==> src/rtl/multiboot_sequencer_if.sv <==
// Core-select / request inputs and ICAP / status outputs of the multiboot sequencer.
// master = the side driving select and requests, slave = the sequencer itself.
interface multiboot_sequencer_if;
  logic        sel_we;
  logic [7:0]  sel_core;
  logic        reboot_req;
  logic        golden_req;
  logic        icap_ce;
  logic        icap_wr;
  logic [15:0] icap_din;
  logic [23:0] spi_addr;
  logic        sel_valid;
  logic        bad_slot;
  logic        busy;
  logic        done;

  modport master (
    output sel_we, sel_core, reboot_req, golden_req,
    input  icap_ce, icap_wr, icap_din, spi_addr, sel_valid, bad_slot, busy, done
  );

  modport slave (
    input  sel_we, sel_core, reboot_req, golden_req,
    output icap_ce, icap_wr, icap_din, spi_addr, sel_valid, bad_slot, busy, done
  );
endinterface

==> src/rtl/multiboot_sequencer.sv <==
// Spartan-6 ICAP16 warm-reboot sequencer: slot -> SPI address mapping over two flash banks,
// release-triggered request filtering, and the IPROG word stream with byte-wise bit reversal.
module multiboot_sequencer #(
  parameter int          NUM_SLOTS   = 46,
  parameter int          BANK2_FIRST = 10,
  parameter logic [23:0] SLOT_STRIDE = 24'h054000,
  parameter logic [23:0] BANK1_BASE  = 24'h004000,
  parameter logic [23:0] BANK2_BASE  = 24'h400000,
  parameter bit          QUAD_MODE   = 1'b1,
  parameter int          NOOP_COUNT  = 4,
  parameter int          FILTER      = 3
) (
  input logic                  clk_icap,
  input logic                  reset,
  multiboot_sequencer_if.slave bus
);

  typedef enum logic [3:0] {
    IDLE, SYNC1, SYNC2, CMD1, NUL, GEN1H, GEN1D, GEN2H, GEN2D,
    MODEH, MODED, CMD2, RBT, NOOP
  } state_t;

  localparam logic [7:0] SLOT_LIMIT = 8'(NUM_SLOTS);
  localparam logic [7:0] B2_FIRST   = 8'(BANK2_FIRST);
  localparam logic [3:0] NOOP_INIT  = 4'(NOOP_COUNT);
  localparam logic [7:0] READ_OP    = QUAD_MODE ? 8'h6B : 8'h03;

  // Flash address of a slot; slot 0 is the golden image at the bottom of bank 1.
  function automatic logic [23:0] slot_addr(input logic [7:0] n);
    logic [23:0] idx;
    if (n == 8'd0) begin
      return 24'd0;
    end else if (n < B2_FIRST) begin
      idx = {16'd0, n};
      return SLOT_STRIDE * idx + BANK1_BASE;
    end else begin
      idx = {16'd0, n - B2_FIRST};
      return SLOT_STRIDE * idx + BANK2_BASE;
    end
  endfunction

  // ICAP expects each byte bit-reversed relative to the configuration word.
  function automatic logic [15:0] swap_bits(input logic [15:0] w);
    logic [15:0] r;
    for (int i = 0; i < 8; i++) begin
      r[i]     = w[7-i];
      r[8+i]   = w[15-i];
    end
    return r;
  endfunction

  state_t        state, nstate;
  logic [1:0]    r_sync, g_sync;
  logic [FILTER:0] r_hist, g_hist;
  logic          trig_r, trig_g, start;
  logic [23:0]   seq_addr;
  logic [3:0]    noop_cnt;
  logic [23:0]   spi_addr_q;
  logic          sel_valid_q, bad_slot_q;
  logic          busy_q, done_pre, done_q;
  logic          ce_n, ce_q, wr_q;
  logic [15:0]   word, din_q;

  // Two-flop synchronisers feeding a shift history of settled request samples.
  always_ff @(posedge clk_icap or posedge reset) begin
    if (reset) begin
      r_sync <= '0;
      g_sync <= '0;
      r_hist <= '0;
      g_hist <= '0;
    end else begin
      r_sync <= {r_sync[0], bus.reboot_req};
      g_sync <= {g_sync[0], bus.golden_req};
      r_hist <= {r_hist[FILTER-1:0], r_sync[1]};
      g_hist <= {g_hist[FILTER-1:0], g_sync[1]};
    end
  end

  // A request counts on release: one high sample followed by FILTER low ones.
  // The pattern exists for exactly one cycle, so this is already a single pulse.
  assign trig_r = r_hist[FILTER] & ~(|r_hist[FILTER-1:0]);
  assign trig_g = g_hist[FILTER] & ~(|g_hist[FILTER-1:0]);
  assign start  = (state == IDLE) && (trig_g || (trig_r && sel_valid_q));

  // Slot select: only accepted while idle so an in-flight sequence keeps its target.
  always_ff @(posedge clk_icap or posedge reset) begin
    if (reset) begin
      spi_addr_q  <= '0;
      sel_valid_q <= 1'b0;
      bad_slot_q  <= 1'b0;
    end else begin
      bad_slot_q <= 1'b0;
      if (state == IDLE && bus.sel_we) begin
        if (bus.sel_core < SLOT_LIMIT) begin
          spi_addr_q  <= slot_addr(bus.sel_core);
          sel_valid_q <= 1'b1;
        end else begin
          bad_slot_q  <= 1'b1;
        end
      end
    end
  end

  // Snapshot of the boot address and the NOOP tail counter.
  always_ff @(posedge clk_icap or posedge reset) begin
    if (reset) begin
      seq_addr <= '0;
      noop_cnt <= '0;
    end else begin
      if (start) seq_addr <= trig_g ? 24'd0 : spi_addr_q;
      if (state == RBT)       noop_cnt <= NOOP_INIT;
      else if (state == NOOP) noop_cnt <= noop_cnt - 4'd1;
    end
  end

  // FSM state register.
  always_ff @(posedge clk_icap or posedge reset) begin
    if (reset) state <= IDLE;
    else       state <= nstate;
  end

  // FSM next state: one configuration word per cycle, MODE pair only in quad mode.
  always_comb begin
    nstate = state;
    unique case (state)
      IDLE:    if (start) nstate = SYNC1;
      SYNC1:   nstate = SYNC2;
      SYNC2:   nstate = CMD1;
      CMD1:    nstate = NUL;
      NUL:     nstate = GEN1H;
      GEN1H:   nstate = GEN1D;
      GEN1D:   nstate = GEN2H;
      GEN2H:   nstate = GEN2D;
      GEN2D:   nstate = QUAD_MODE ? MODEH : CMD2;
      MODEH:   nstate = MODED;
      MODED:   nstate = CMD2;
      CMD2:    nstate = RBT;
      RBT:     nstate = NOOP;
      NOOP:    if (noop_cnt == 4'd1) nstate = IDLE;
      default: nstate = IDLE;
    endcase
  end

  // FSM outputs: configuration word for the current state, strobes idle high.
  always_comb begin
    word = 16'hFFFF;
    ce_n = 1'b0;
    unique case (state)
      IDLE:    ce_n = 1'b1;
      SYNC1:   word = 16'hAA99;
      SYNC2:   word = 16'h5566;
      CMD1:    word = 16'h30A1;
      NUL:     word = 16'h0000;
      GEN1H:   word = 16'h3261;
      GEN1D:   word = seq_addr[15:0];
      GEN2H:   word = 16'h3281;
      GEN2D:   word = {READ_OP, seq_addr[23:16]};
      MODEH:   word = 16'h3301;
      MODED:   word = 16'h3100;
      CMD2:    word = 16'h30A1;
      RBT:     word = 16'h000E;
      NOOP:    word = 16'h2000;
      default: ce_n = 1'b1;
    endcase
  end

  // ICAP pins registered one cycle behind the FSM.
  always_ff @(posedge clk_icap or posedge reset) begin
    if (reset) begin
      ce_q  <= 1'b1;
      wr_q  <= 1'b1;
      din_q <= 16'hFFFF;
    end else begin
      ce_q  <= ce_n;
      wr_q  <= ce_n;
      din_q <= swap_bits(word);
    end
  end

  // busy tracks the FSM state; done follows the last NOOP word off the pins.
  always_ff @(posedge clk_icap or posedge reset) begin
    if (reset) begin
      busy_q   <= 1'b0;
      done_pre <= 1'b0;
      done_q   <= 1'b0;
    end else begin
      busy_q   <= (nstate != IDLE);
      done_pre <= (state == NOOP) && (nstate == IDLE);
      done_q   <= done_pre;
    end
  end

  assign bus.icap_ce   = ce_q;
  assign bus.icap_wr   = wr_q;
  assign bus.icap_din  = din_q;
  assign bus.spi_addr  = spi_addr_q;
  assign bus.sel_valid = sel_valid_q;
  assign bus.bad_slot  = bad_slot_q;
  assign bus.busy      = busy_q;
  assign bus.done      = done_q;

endmodule
==> src/flat_wrapper.sv <==
// flat-port wrapper written by rule: the top's interface ports become plain ports
module multiboot_sequencer_flat 
#(
  parameter int          NUM_SLOTS   = 46,
  parameter int          BANK2_FIRST = 10,
  parameter logic [23:0] SLOT_STRIDE = 24'h054000,
  parameter logic [23:0] BANK1_BASE  = 24'h004000,
  parameter logic [23:0] BANK2_BASE  = 24'h400000,
  parameter bit          QUAD_MODE   = 1'b1,
  parameter int          NOOP_COUNT  = 4,
  parameter int          FILTER      = 3
)
  (clk_icap, reset, bus_sel_we, bus_sel_core, bus_reboot_req, bus_golden_req, bus_icap_ce, bus_icap_wr, bus_icap_din, bus_spi_addr, bus_sel_valid, bus_bad_slot, bus_busy, bus_done);
  multiboot_sequencer_if bus_i ();
  input logic clk_icap;
  input logic reset;
  input wire logic [$bits(bus_i.sel_we)-1:0] bus_sel_we;
  input wire logic [$bits(bus_i.sel_core)-1:0] bus_sel_core;
  input wire logic [$bits(bus_i.reboot_req)-1:0] bus_reboot_req;
  input wire logic [$bits(bus_i.golden_req)-1:0] bus_golden_req;
  output wire logic [$bits(bus_i.icap_ce)-1:0] bus_icap_ce;
  output wire logic [$bits(bus_i.icap_wr)-1:0] bus_icap_wr;
  output wire logic [$bits(bus_i.icap_din)-1:0] bus_icap_din;
  output wire logic [$bits(bus_i.spi_addr)-1:0] bus_spi_addr;
  output wire logic [$bits(bus_i.sel_valid)-1:0] bus_sel_valid;
  output wire logic [$bits(bus_i.bad_slot)-1:0] bus_bad_slot;
  output wire logic [$bits(bus_i.busy)-1:0] bus_busy;
  output wire logic [$bits(bus_i.done)-1:0] bus_done;
  assign bus_i.sel_we = bus_sel_we;
  assign bus_i.sel_core = bus_sel_core;
  assign bus_i.reboot_req = bus_reboot_req;
  assign bus_i.golden_req = bus_golden_req;
  assign bus_icap_ce = bus_i.icap_ce;
  assign bus_icap_wr = bus_i.icap_wr;
  assign bus_icap_din = bus_i.icap_din;
  assign bus_spi_addr = bus_i.spi_addr;
  assign bus_sel_valid = bus_i.sel_valid;
  assign bus_bad_slot = bus_i.bad_slot;
  assign bus_busy = bus_i.busy;
  assign bus_done = bus_i.done;
  multiboot_sequencer #(.NUM_SLOTS(NUM_SLOTS), .BANK2_FIRST(BANK2_FIRST), .SLOT_STRIDE(SLOT_STRIDE), .BANK1_BASE(BANK1_BASE), .BANK2_BASE(BANK2_BASE), .QUAD_MODE(QUAD_MODE), .NOOP_COUNT(NOOP_COUNT), .FILTER(FILTER)) u_core (.clk_icap(clk_icap), .reset(reset), .bus(bus_i));
endmodule
==> config.mk <==
export PLATFORM = sky130hd
export DESIGN_NAME = multiboot_sequencer_flat
export DESIGN_NICKNAME = d
export VERILOG_FILES = /design/src/rtl/multiboot_sequencer_if.sv /design/src/rtl/multiboot_sequencer.sv /design/src/flat_wrapper.sv
export SDC_FILE = /design/constraint.sdc
export NUM_CORES = 1
export LEC_CHECK = 0
export ABC_AREA = 0
export BUFFER_PORTS_ARGS = -buffer_cell sky130_fd_sc_hd__buf_2
export CORE_UTILIZATION = 62
export DETAILED_ROUTE_END_ITERATION = 12
export PLACE_DENSITY = 0.86
export SLEW_MARGIN = 20
export SYNTH_ARGS = -nofsm -noshare
export SYNTH_HDL_FRONTEND = slang
export SYNTH_SLANG_ARGS = --single-unit
==> constraint.sdc <==
create_clock -name clk_icap -period 3 [get_ports clk_icap]
set_clock_uncertainty 0.1 [all_clocks]
set_input_delay 0.15 -clock clk_icap [delete_from_list [all_inputs] [get_ports clk_icap]]
set_output_delay 0.15 -clock clk_icap [all_outputs]
set_load 0.05 [all_outputs]
* Word-level counts from Yosys, hierarchy flattened *
Index checks and enable logic that the tools add are counted.

cells by class
  multiply operators = 2
  magnitude comparators = 2
  bitwise logic cells = 4
  multiplexer cells = 12
  $add $sub $neg = 4
  equality and inequality tests = 14
  reduce and logical (&&, ||, !) cells = 15

operator list
  kind                                                                  number
  16-bit case mux with 12 select lines                                  1
  24-bit 2-to-1 mux                                                     3
  4-bit case mux with 14 select lines                                   1
  24-bit by 15-bit adder with 24-bit output, second input constant      1
  24-bit by 23-bit adder with 24-bit output, second input constant      1
  4-bit == test, second input constant                                  6
  5-bit by 8-bit multiplier with 10-bit output, first input constant    2
  4-bit by 3-bit == test with 1-bit output, second input constant       4
  4-bit 2-to-1 mux                                                      4
  13-bit OR reduction                                                   1
  4-bit by 1-bit == test with 1-bit output, second input constant       2
  4-bit by 2-bit == test with 1-bit output, second input constant       2
  4-bit zero test                                                       2
  8-bit zero test                                                       1
  8-bit by 4-bit < comparator with 1-bit output, second input constant  1
  8-bit by 6-bit < comparator with 1-bit output, second input constant  1
  8-bit by 4-bit subtractor with 8-bit output, second input constant    1
  3-bit OR reduction                                                    2
  1-bit logical AND                                                     4
  4-bit nonzero test                                                    1
  4-bit by 1-bit subtractor with 4-bit output, second input constant    1
  1-bit 2-to-1 mux                                                      3
  1-bit AND                                                             2
  1-bit inverter                                                        2
  other kinds (4)                                                       4

word-level totals
  register bits = 90
  output and inout bits = 46
  word-level logic and storage cells = 68
  input bits = 13

* Logic depth before layout (Yosys ltp) *
Gate-level depths: netlist (run 1).

  depth in word-level cells = 10
  depth in mapped cells = 18
  depth with buffers taken out = 18

* Least setup slack after synthesis (run 1) *
Ideal clock, no wire load.

  path type = input-to-reg
  start point = input bus_sel_core[1]
  end point = register u_core.spi_addr_q[23], in the netlist u_core.bus.spi_addr[23]
  path buffers = 0
  stages = 18
  data required time = 2.777 ns
  data arrival time = 3.319 ns
  slack = -0.542 ns
  library setup time = 0.123 ns
  cells stage by stage = inv_1 -> ha_1 -> nor2b_4 -> nor2_4 -> xor2_1 -> ha_1 -> ha_1 -> inv_1 -> fa_1 -> inv_1 -> ha_1 -> o21ai_0 -> o21bai_1 -> a21oi_1 -> xor3_1 -> xnor2_1 -> mux2i_1 -> o21ai_1

on the way
  longest elaborated chain between the ends = 5
  elaborated cells between the ends (all ways) = 11
  classes of those cells = 3 x add/sub; 2 x mul; 2 x order compare; 2 x mux; 2 x reduce/logical

ends and longest elaborated chain
  element                                       RTL line                   source
  start: declaration                            flat_wrapper.sv:18         input wire logic [$bits(bus_i.sel_core)-1:0] bus_sel_core;
  8-bit by 4-bit subtractor with 8-bit output   multiboot_sequencer.sv:37  idx = {16'd0, n - B2_FIRST};
  5-bit by 8-bit multiplier with 10-bit output  multiboot_sequencer.sv:38  return SLOT_STRIDE * idx + BANK2_BASE;
  24-bit by 23-bit adder with 24-bit output     multiboot_sequencer.sv:38
  24-bit 2-to-1 mux                             multiboot_sequencer.sv:33  end else if (n < B2_FIRST) begin
  24-bit 2-to-1 mux                             multiboot_sequencer.sv:31  if (n == 8'd0) begin
  end signal: assignment                        multiboot_sequencer.sv:95  spi_addr_q <= slot_addr(bus.sel_core);
  end: declaration                              multiboot_sequencer.sv:58  logic [23:0] spi_addr_q;

Parallel ways exist; a longest one is shown, timed or not.
A chain may end at the register's enable or synchronous reset.

* Final worst setup path (run 1) *
  start point = input bus_sel_core[2]
  end point = register u_core.spi_addr_q[23], in the netlist u_core.bus.spi_addr[23]

The elaborated chain is that of the path after synthesis.

==> qor.csv, run 1 <==
stage,metric,value,unit
status,status,"finished, violations left",
status,violations,setup timing,
worst_setup_path,crit_fanout,5,
yosys,synth_top_area_share,0.2864,
yosys,synthSimpleGateAreaFrac,0.1505,
grt,grt_antenna_before_repair,0,
yosys,avgSynthCellArea,9.519,sq um
power_and_ir_drop,leakagePower,2.503,nW
floorplanning,start_util,0.6524,
worst_setup_path,worstSetupPathType,in2reg,
floorplanning,rows,28,
yosys,synth_edf_count,0,
worst_hold_path,hold_end,u_core.bus.bad_slot,
yosys,synth_top_flop_cell,dfrtp_1,
yosys,synthTopCellsByArea,"dfrtp_1 29%, ha_1 12%, dfstp_2 11%, nand2_1 5.2%, o21ai_0 4.5%",
sta,relSlewSlack,0.5839,
floorplanning,num_io_pins,59,
place,dp_slack,-531.1,ps
detailed_routing,ant_nets,0,
finish,final_nets,567,
yosys,syn_inst,413,
detailed_routing,m1WireLength,3539,um
detailed_routing,routedWlPerCell,15.85,um
floorplanning,core_area,0.006026,sq mm
finish,finish.instance_area,0.004985,sq mm
yosys,synth-seq-cells,62,
yosys,synthAdderAreaFrac,0.1547,
clocking,post_cts_buffers,0,
clocking,cts_buffers,9,
sta,drv_slew,0,
yosys,synthMuxAreaShare,0.01050,
yosys,synth_top_area_cell,dfrtp_1,
clocking,clk_latency,340,ps
place,place_hpwl,6802,um
yosys,yosysWarnings,0,
power_and_ir_drop,powerDensity,1018,mW/mm^2
worst_setup_path,r2r_end,u_core.bus.spi_addr[17],
detailed_routing,wl_met2,4998,um
yosys,ys_seq_area_frac,0.4001,
place,gp_congestion,0.8340,
power_and_ir_drop,vdd_drop_max,0.0008888,V
detailed_routing,vias,3322,
worst_setup_path,crit_path_end_kind,flip-flop,
finish,drive_above_1_share,0.3035,
sta,setup_ws,-111.7,ps
clocking,cts.sinks,62,
sta,setup_viol,1,
yosys,ys_types,51,
yosys,synth-xor-area-share,0.07320,
sta,tns,-111.7,ps
clocking,path_clk_slew,70,ps
sta,fin_crit_sh,1.037,
detailed_routing,routed.top_layer,met4,
grt,grt_overflow,0,
yosys,synth_top_family_by_area,adder cells,
worst_hold_path,hold_path.startpoint,bus_sel_core[7],
place,dpl.cell_count,569,
sta,rsz0062_at_grt,true,
worst_setup_path,ff2ff_path_depth,5,
grt,grt_pass1_vias,3341,
job,drv_cap,0,
detailed_routing,firstDrtPassIters,6,
place,place_area,0.004583,sq mm
clocking,clock-root-buffer,clkbuf_8,
detailed_routing,drt_iter0_drc,153,
floorplanning,fp.dieArea,0.006663,sq mm
worst_setup_path,worstPathArrival,3240,ps
worst_hold_path,hold_depth,3,
sta,worstMarginPinSlew,624.1,ps
sta,fmax,321.4,MHz
finish,instances_no_fill,589,
detailed_routing,viasPerCell,5.640,
sta,fin_crit,3112,ps
detailed_routing,wirelength,9338,um
grt,grt_max_degree,36,
yosys,synth_area,0.003931,sq mm
worst_hold_path,hold_path_class,in2reg,
worst_setup_path,regToRegStartpoint,u_core.state[1],
grt,grt_pass1_wl,14580,um
place,numPortBuffers,44,
yosys,synthArstFlopShare,1.000,
finish,n_antenna_cell,0,
detailed_routing,drc,0,
worst_setup_path,cp.required,3130,ps
floorplanning,die_w,81.63,um
worst_setup_path,cp-start-kind,primary input,
yosys,synth_compound_gate_area_share,0.1311,
clocking,cts_tree,yes,
clocking,h-tree-depth,3,
sta,hold_viol_final,0,
detailed_routing,met3_length,401,um
clocking,clockBufferDepth,2,
floorplanning,die_h,81.63,um
sta,whs,53.07,ps
grt,grt.total_usage,0.2925,
finish,syn_to_final_growth,26.80,%
worst_setup_path,regToRegSetupSlack,750,ps
==> layout by cell type (no fill, tap or decap), types with 13 or more instances in the layout <==
cell | synthesis | final
conb_1 | 1 | 14
dfstp_2 | 17 | 17
buf_2 | 2 | 41
a21oi_1 | 16 | 16
ha_1 | 39 | 34
nand2_1 | 54 | 54
inv_1 | 33 | 28
dfrtp_1 | 45 | 45
buf_4 | 15 | 54
nand3_1 | 16 | 16
nor2_1 | 23 | 22
o21ai_0 | 35 | 32
xnor2_1 | 16 | 13
==> how the worst max path moves through the flow <==
stage,endpoint,start,slack (ps)
3_3_place_gp,u_core.bus.spi_addr[23],bus_sel_core[1],-400
2_1_floorplan,u_core.bus.spi_addr[23],bus_sel_core[1],-70
3_5_place_dp,u_core.bus.spi_addr[23],bus_sel_core[1],-530
5_1_grt,u_core.bus.spi_addr[23],bus_sel_core[2],-250
6_report,u_core.bus.spi_addr[23],bus_sel_core[2],-110
4_1_cts,u_core.bus.spi_addr[23],bus_sel_core[1],-6
==> sequential cells by signal (all words and copies together), names as in the netlist <==
| register | count |
|---|---|
| u_core.bus.busy | 1 |
| u_core.g_hist | 4 |
| u_core.state | 4 |
| u_core.seq_addr | 10 |
| u_core.bus.done | 1 |
| u_core.bus.icap_ce | 1 |
| u_core.r_sync | 2 |
| u_core.bus.icap_din | 16 |
| u_core.noop_cnt | 4 |
| u_core.bus.bad_slot | 1 |
| u_core.g_sync | 2 |
| u_core.done_pre | 1 |
| u_core.r_hist | 4 |
| u_core.bus.spi_addr | 10 |
| u_core.bus.sel_valid | 1 |
==> through the flow <==
stage / util / power (W)
after global routing: 0.8272 / 0.005383
after global placement: 0.7606 / 0.003939
after floorplan: - / 0.003351
after detailed placement: 0.7606 / 0.004071
after CTS: 0.8140 / 0.004998
final: 0.8272 / 0.005076
==> layer usage <==
metal	GRT usage	up-vias
met1	0.3017	1591
met2	0.5500	126
met3	0.04222	40
met5	0	-
li1	-	1565
met4	0.1842	0
==> timing repair <==
item                       4_1_cts  5_1_grt
hold endpoints to repair        48        0
hold buffers                     4        0
gates resized for setup         10       12
pin swaps                        1        3
setup endpoints to repair        2        3
==> Yosys cell counts (2+ instances only) <==
cell type and count:
or3_1 4, buf_4 15, inv_1 33, a21boi_0 2, a211oi_1 4, nand3_1 16
xor2_1 9, o21bai_1 2, mux2i_1 3, a22oi_1 3, buf_2 2, dfrtp_1 45
nor4_1 3, nor2b_1 3, nand2_1 54, clkbuf_1 11, a31o_2 2, dfstp_2 17
ha_1 39, and2_1 2, xnor3_1 2, o31ai_1 4, xnor2_1 16, nor3_1 6
a21o_1 6, nor2_1 23, a21oi_1 16, a31oi_1 2, nor3b_1 2, buf_6 2
fa_1 6, o21ai_0 35, nand2b_1 6
==> worst max-delay path, stage by stage <==
cell      delay, ps
buf_8           120
o21ai_4         190
xor2_2          220
ha_1            280
ha_1            280
inv_1            50
fa_1            500
inv_1            60
ha_4            180
a211oi_2        250
o21bai_1        100
a21oi_1         190
xor3_1          270
xnor2_1         140
mux2i_1         160
o21ai_1          90
==> report_power, final <==
group	internal, W	switching (W)
Sequential	0.00121	0.000164
Clock	0.000576	0.000315
Combinational	0.000984	0.00182
==> final cells by class <==
cell class                 count  area (sq um)
tap                           75         93.84
timing repair buffer         102         693.2
inverter                      33         143.9
clock buffer                  11         141.4
sequential                    62          1573
fill                         348          1041
clock inverter                 5         106.4
multi-input combinational    301          2233
==> cell families (layout without fill, tap and decap cells) <==
group,count (synthesis),after routing
DFF,62,62
muxes,4,4
and+or+nand+nor,126,126
other,1,14
buffers and inverters,63,151
xor gates and xnor gates,28,28
AOI/OAI and AO/OA,84,84
adders and majority gates,45,45
Power figures use the tool's default switching activity.
==> run 2, diff against run 1 <==
--- a/config.mk
+++ b/config.mk
@@ -10,6 +10,7 @@
 export CORE_UTILIZATION = 62
 export DETAILED_ROUTE_END_ITERATION = 12
 export PLACE_DENSITY = 0.86
+export REMOVE_ABC_BUFFERS = 1
 export SLEW_MARGIN = 20
 export SYNTH_ARGS = -nofsm -noshare
 export SYNTH_HDL_FRONTEND = slang
==> run 2 against run 1 <==
  * Largest cell class unchanged
  * Flip-flop and latch count unchanged
  * Hold slack better by 61 ps
  * Core utilization rose by 0.89 points
  * Routed wire length increased by 5.9%
  * Setup slack worse by 110 ps
  * Power fell by 0.45%
  * First-iteration DRC count is 12% higher
  * The flow still finishes with violations (setup timing)
  * Die area stayed put
  * Via count grew 2.6%
  * Final area up 1.1%
  * Sequential share of layout area down 0.34 points
  * Register-to-register slack better by 280 ps
==> qor.csv, run 2 (synthesis gave the netlist of run 1 again) <==
stage,metric,value,unit,change
status,status,"finished, violations left",,
status,violations,setup timing,,
finish,multi_input_area,0.002282,sq mm,+2.2%
finish,n_antenna_cell,0,,unchanged
power_and_ir_drop,vdd_drop_max,0.0008674,V,-2.4%
place,place_area,0.004506,sq mm,-1.7%
floorplanning,die_w,81.63,um,unchanged
floorplanning,num_io_pins,59,,unchanged
sta,fin_crit,3223,ps,+111.7 ps
detailed_routing,wirelength,9885,um,+5.9%
finish,register_area,0.001573,sq mm,unchanged
sta,relSlewSlack,0.4002,,-0.1838
worst_setup_path,crit_start,bus_sel_core[2],,
floorplanning,die_h,81.63,um,unchanged
sta,fmax,310.2,MHz,-3.5%
worst_setup_path,regToRegStartpoint,u_core.g_hist[1],,
power_and_ir_drop,powerDensity,1003,mW/mm^2,-1.5%
detailed_routing,routedWlPerCell,16.64,um,+5.0%
detailed_routing,ant_nets,0,,unchanged
worst_setup_path,worstSetupPathType,in2reg,,
finish,instances_no_fill,594,,+0.85%
detailed_routing,vias,3407,,+2.6%
worst_setup_path,cp.required,3160,ps,+30 ps
sta,setup_viol,2,,+1
clocking,cts_tree,yes,,
grt,grt_antenna_before_repair,0,,unchanged
floorplanning,fp.dieArea,0.006663,sq mm,unchanged
grt,grt_pass1_wl,14410,um,-1.1%
clocking,clockBufferDepth,2,,unchanged
floorplanning,rows,28,,unchanged
clocking,clk_latency,340,ps,about the same
worst_setup_path,cp-start-kind,primary input,,
power_and_ir_drop,power,0.005053,W,-0.45%
power_and_ir_drop,leakagePower,2.521,nW,+0.73%
place,numPortBuffers,44,,unchanged
sta,setup_ws,-223.4,ps,-111.7 ps
place,dpl.cell_count,568,,-0.18%
job,drv_cap,0,,unchanged
worst_setup_path,worstPathArrival,3390,ps,+150 ps
worst_hold_path,hold_path.startpoint,bus_sel_core[7],,
finish,largest_reg_flops,16,,unchanged
grt,grt.total_usage,0.2900,,-0.002416
grt,grt_max_degree,48,,+33%
place,gp_congestion,0.8192,,-1.8%
sta,worstMarginPinSlew,898.5,ps,+274.3 ps
grt,grt_overflow,0,,unchanged
finish,syn_to_final_growth,28.17,%,
finish,final_nets,572,,+0.88%
detailed_routing,drt_iter0_drc,171,,+12%
clocking,clock-root-buffer,clkbuf_8,,
detailed_routing,firstDrtPassIters,5,,-1
finish,layout_common_cells,"54 x buf_4, 53 x nand2_1, 45 x dfrtp_1",,
finish,finish.instance_area,0.005039,sq mm,+1.1%
worst_setup_path,cp_slowest_stage_delay,500,ps,about the same
floorplanning,core_area,0.006026,sq mm,unchanged
sta,hold_viol_final,0,,unchanged
detailed_routing,viasPerCell,5.736,,+1.7%
worst_setup_path,crit_fanout,4,,-1
clocking,cts_buffers,9,,unchanged
worst_setup_path,cp_cell_sequence,"buf_8, o21ai_4, xor2_1, ha_1, ha_1, inv_1, fa_1, inv_1, ha_2, a211oi_2, o21bai_1, a21oi_1, xor3_1, xnor2_1, mux2i_1, o21ai_1",,
finish,drive_above_1_share,0.3237,,+0.02020
place,place_hpwl,6398,um,-5.9%
floorplanning,start_util,0.6524,,unchanged
worst_hold_path,hold_path_class,in2reg,,
clocking,h-tree-depth,3,,unchanged
detailed_routing,drc,0,,unchanged
finish,fin_util,0.8362,,+0.008928
worst_setup_path,slowest_stage,fa_1,,
sta,fin_crit_sh,1.074,,+0.03723
finish,layout_commonest_cell,buf_4,,
clocking,path_clk_slew,60,ps,about the same
sta,rsz0062_at_grt,true,,
clocking,cts.sinks,62,,unchanged
sta,drv_slew,0,,unchanged
grt,grt_pass1_vias,3368,,+0.81%
finish,nFillCells,348,,unchanged
sta,tns,-385.0,ps,-273.3 ps
worst_setup_path,crit_path_end_kind,flip-flop,,
run 2: cell count changes in the layout (fill, tap and decap cells not counted), moves of 2 or more:
cell / change
buf_6: +5
bufinv_16: -2
clkbuf_8: +3
clkinv_2: +2
ha_1: -2
inv_4: +2
run 2: critical path, delay by kind of cell:
family          cells  cell delay, ps
mux                 1              90
fa+ha+maj           4            1320
compound gates      5             890
buf+inv             3             220
xor+xnor            3             730
run 2: worst paths after layout:
path                                                end  slack [ps]  depth (start not counted)
min in group asynchronous              u_core.r_hist[1]         490                          3
worst max register to register          u_core.bus.busy        1030                          7
worst max-delay path            u_core.bus.spi_addr[23]        -220                         16
max in group asynchronous        u_core.bus.icap_din[5]        1510                          4
worst min register to register          u_core.bus.done         250                          0
worst min-delay path                u_core.bus.bad_slot         110                          3
run 2: final cells by class:
class | instances | area share
multi-input cells | 301 | 0.4529
flip-flops and latches | 62 | 0.3121
repair buffers | 107 | 0.1473
clock buffers | 13 | 0.03551
inverters | 33 | 0.02558
well taps | 75 | 0.01862
clock inverters | 3 | 0.007946
run 2: report_power, final:
group	total (W)	internal [W]	leakage, nW	switching (W)
combinational	0.00291	0.00104	1.67	0.00187
sequential	0.00137	0.00121	0.737	0.000159
clock	0.000773	0.000471	0.115	0.000302
total	0.00505	0.00272	2.52	0.00233
run 2: metrics by stage:
step | setup WS, ps | hold slack, ps
6_report | -223.4 | 114.3
5_1_grt | -327.1 | 124.8
4_1_cts | -46.29 | 86.08
3_5_place_dp | -815.7 | 162.5
3_3_place_gp | -672.1 | 157.7
2_1_floorplan | -543.9 | 81.43
run 2: routing by layer:
metal  track usage  up-vias  wire [um]
met2        0.5467      167       5294
met4        0.2105        0        590
met5             0        -          0
li1              -     1571          -
met3       0.03778       55        482
met1        0.2895     1614       3517
run 2: what timing repair did:
| action | 4_1_cts | 5_1_grt |
|---|---|---|
| pin swaps | 16 | 9 |
| endpoints found under the setup margin | 2 | 4 |
| hold endpoints to repair | 48 | 0 |
| hold buffers | 4 | 0 |
| setup buffers | 3 | 3 |
| gates resized for setup | 29 | 17 |
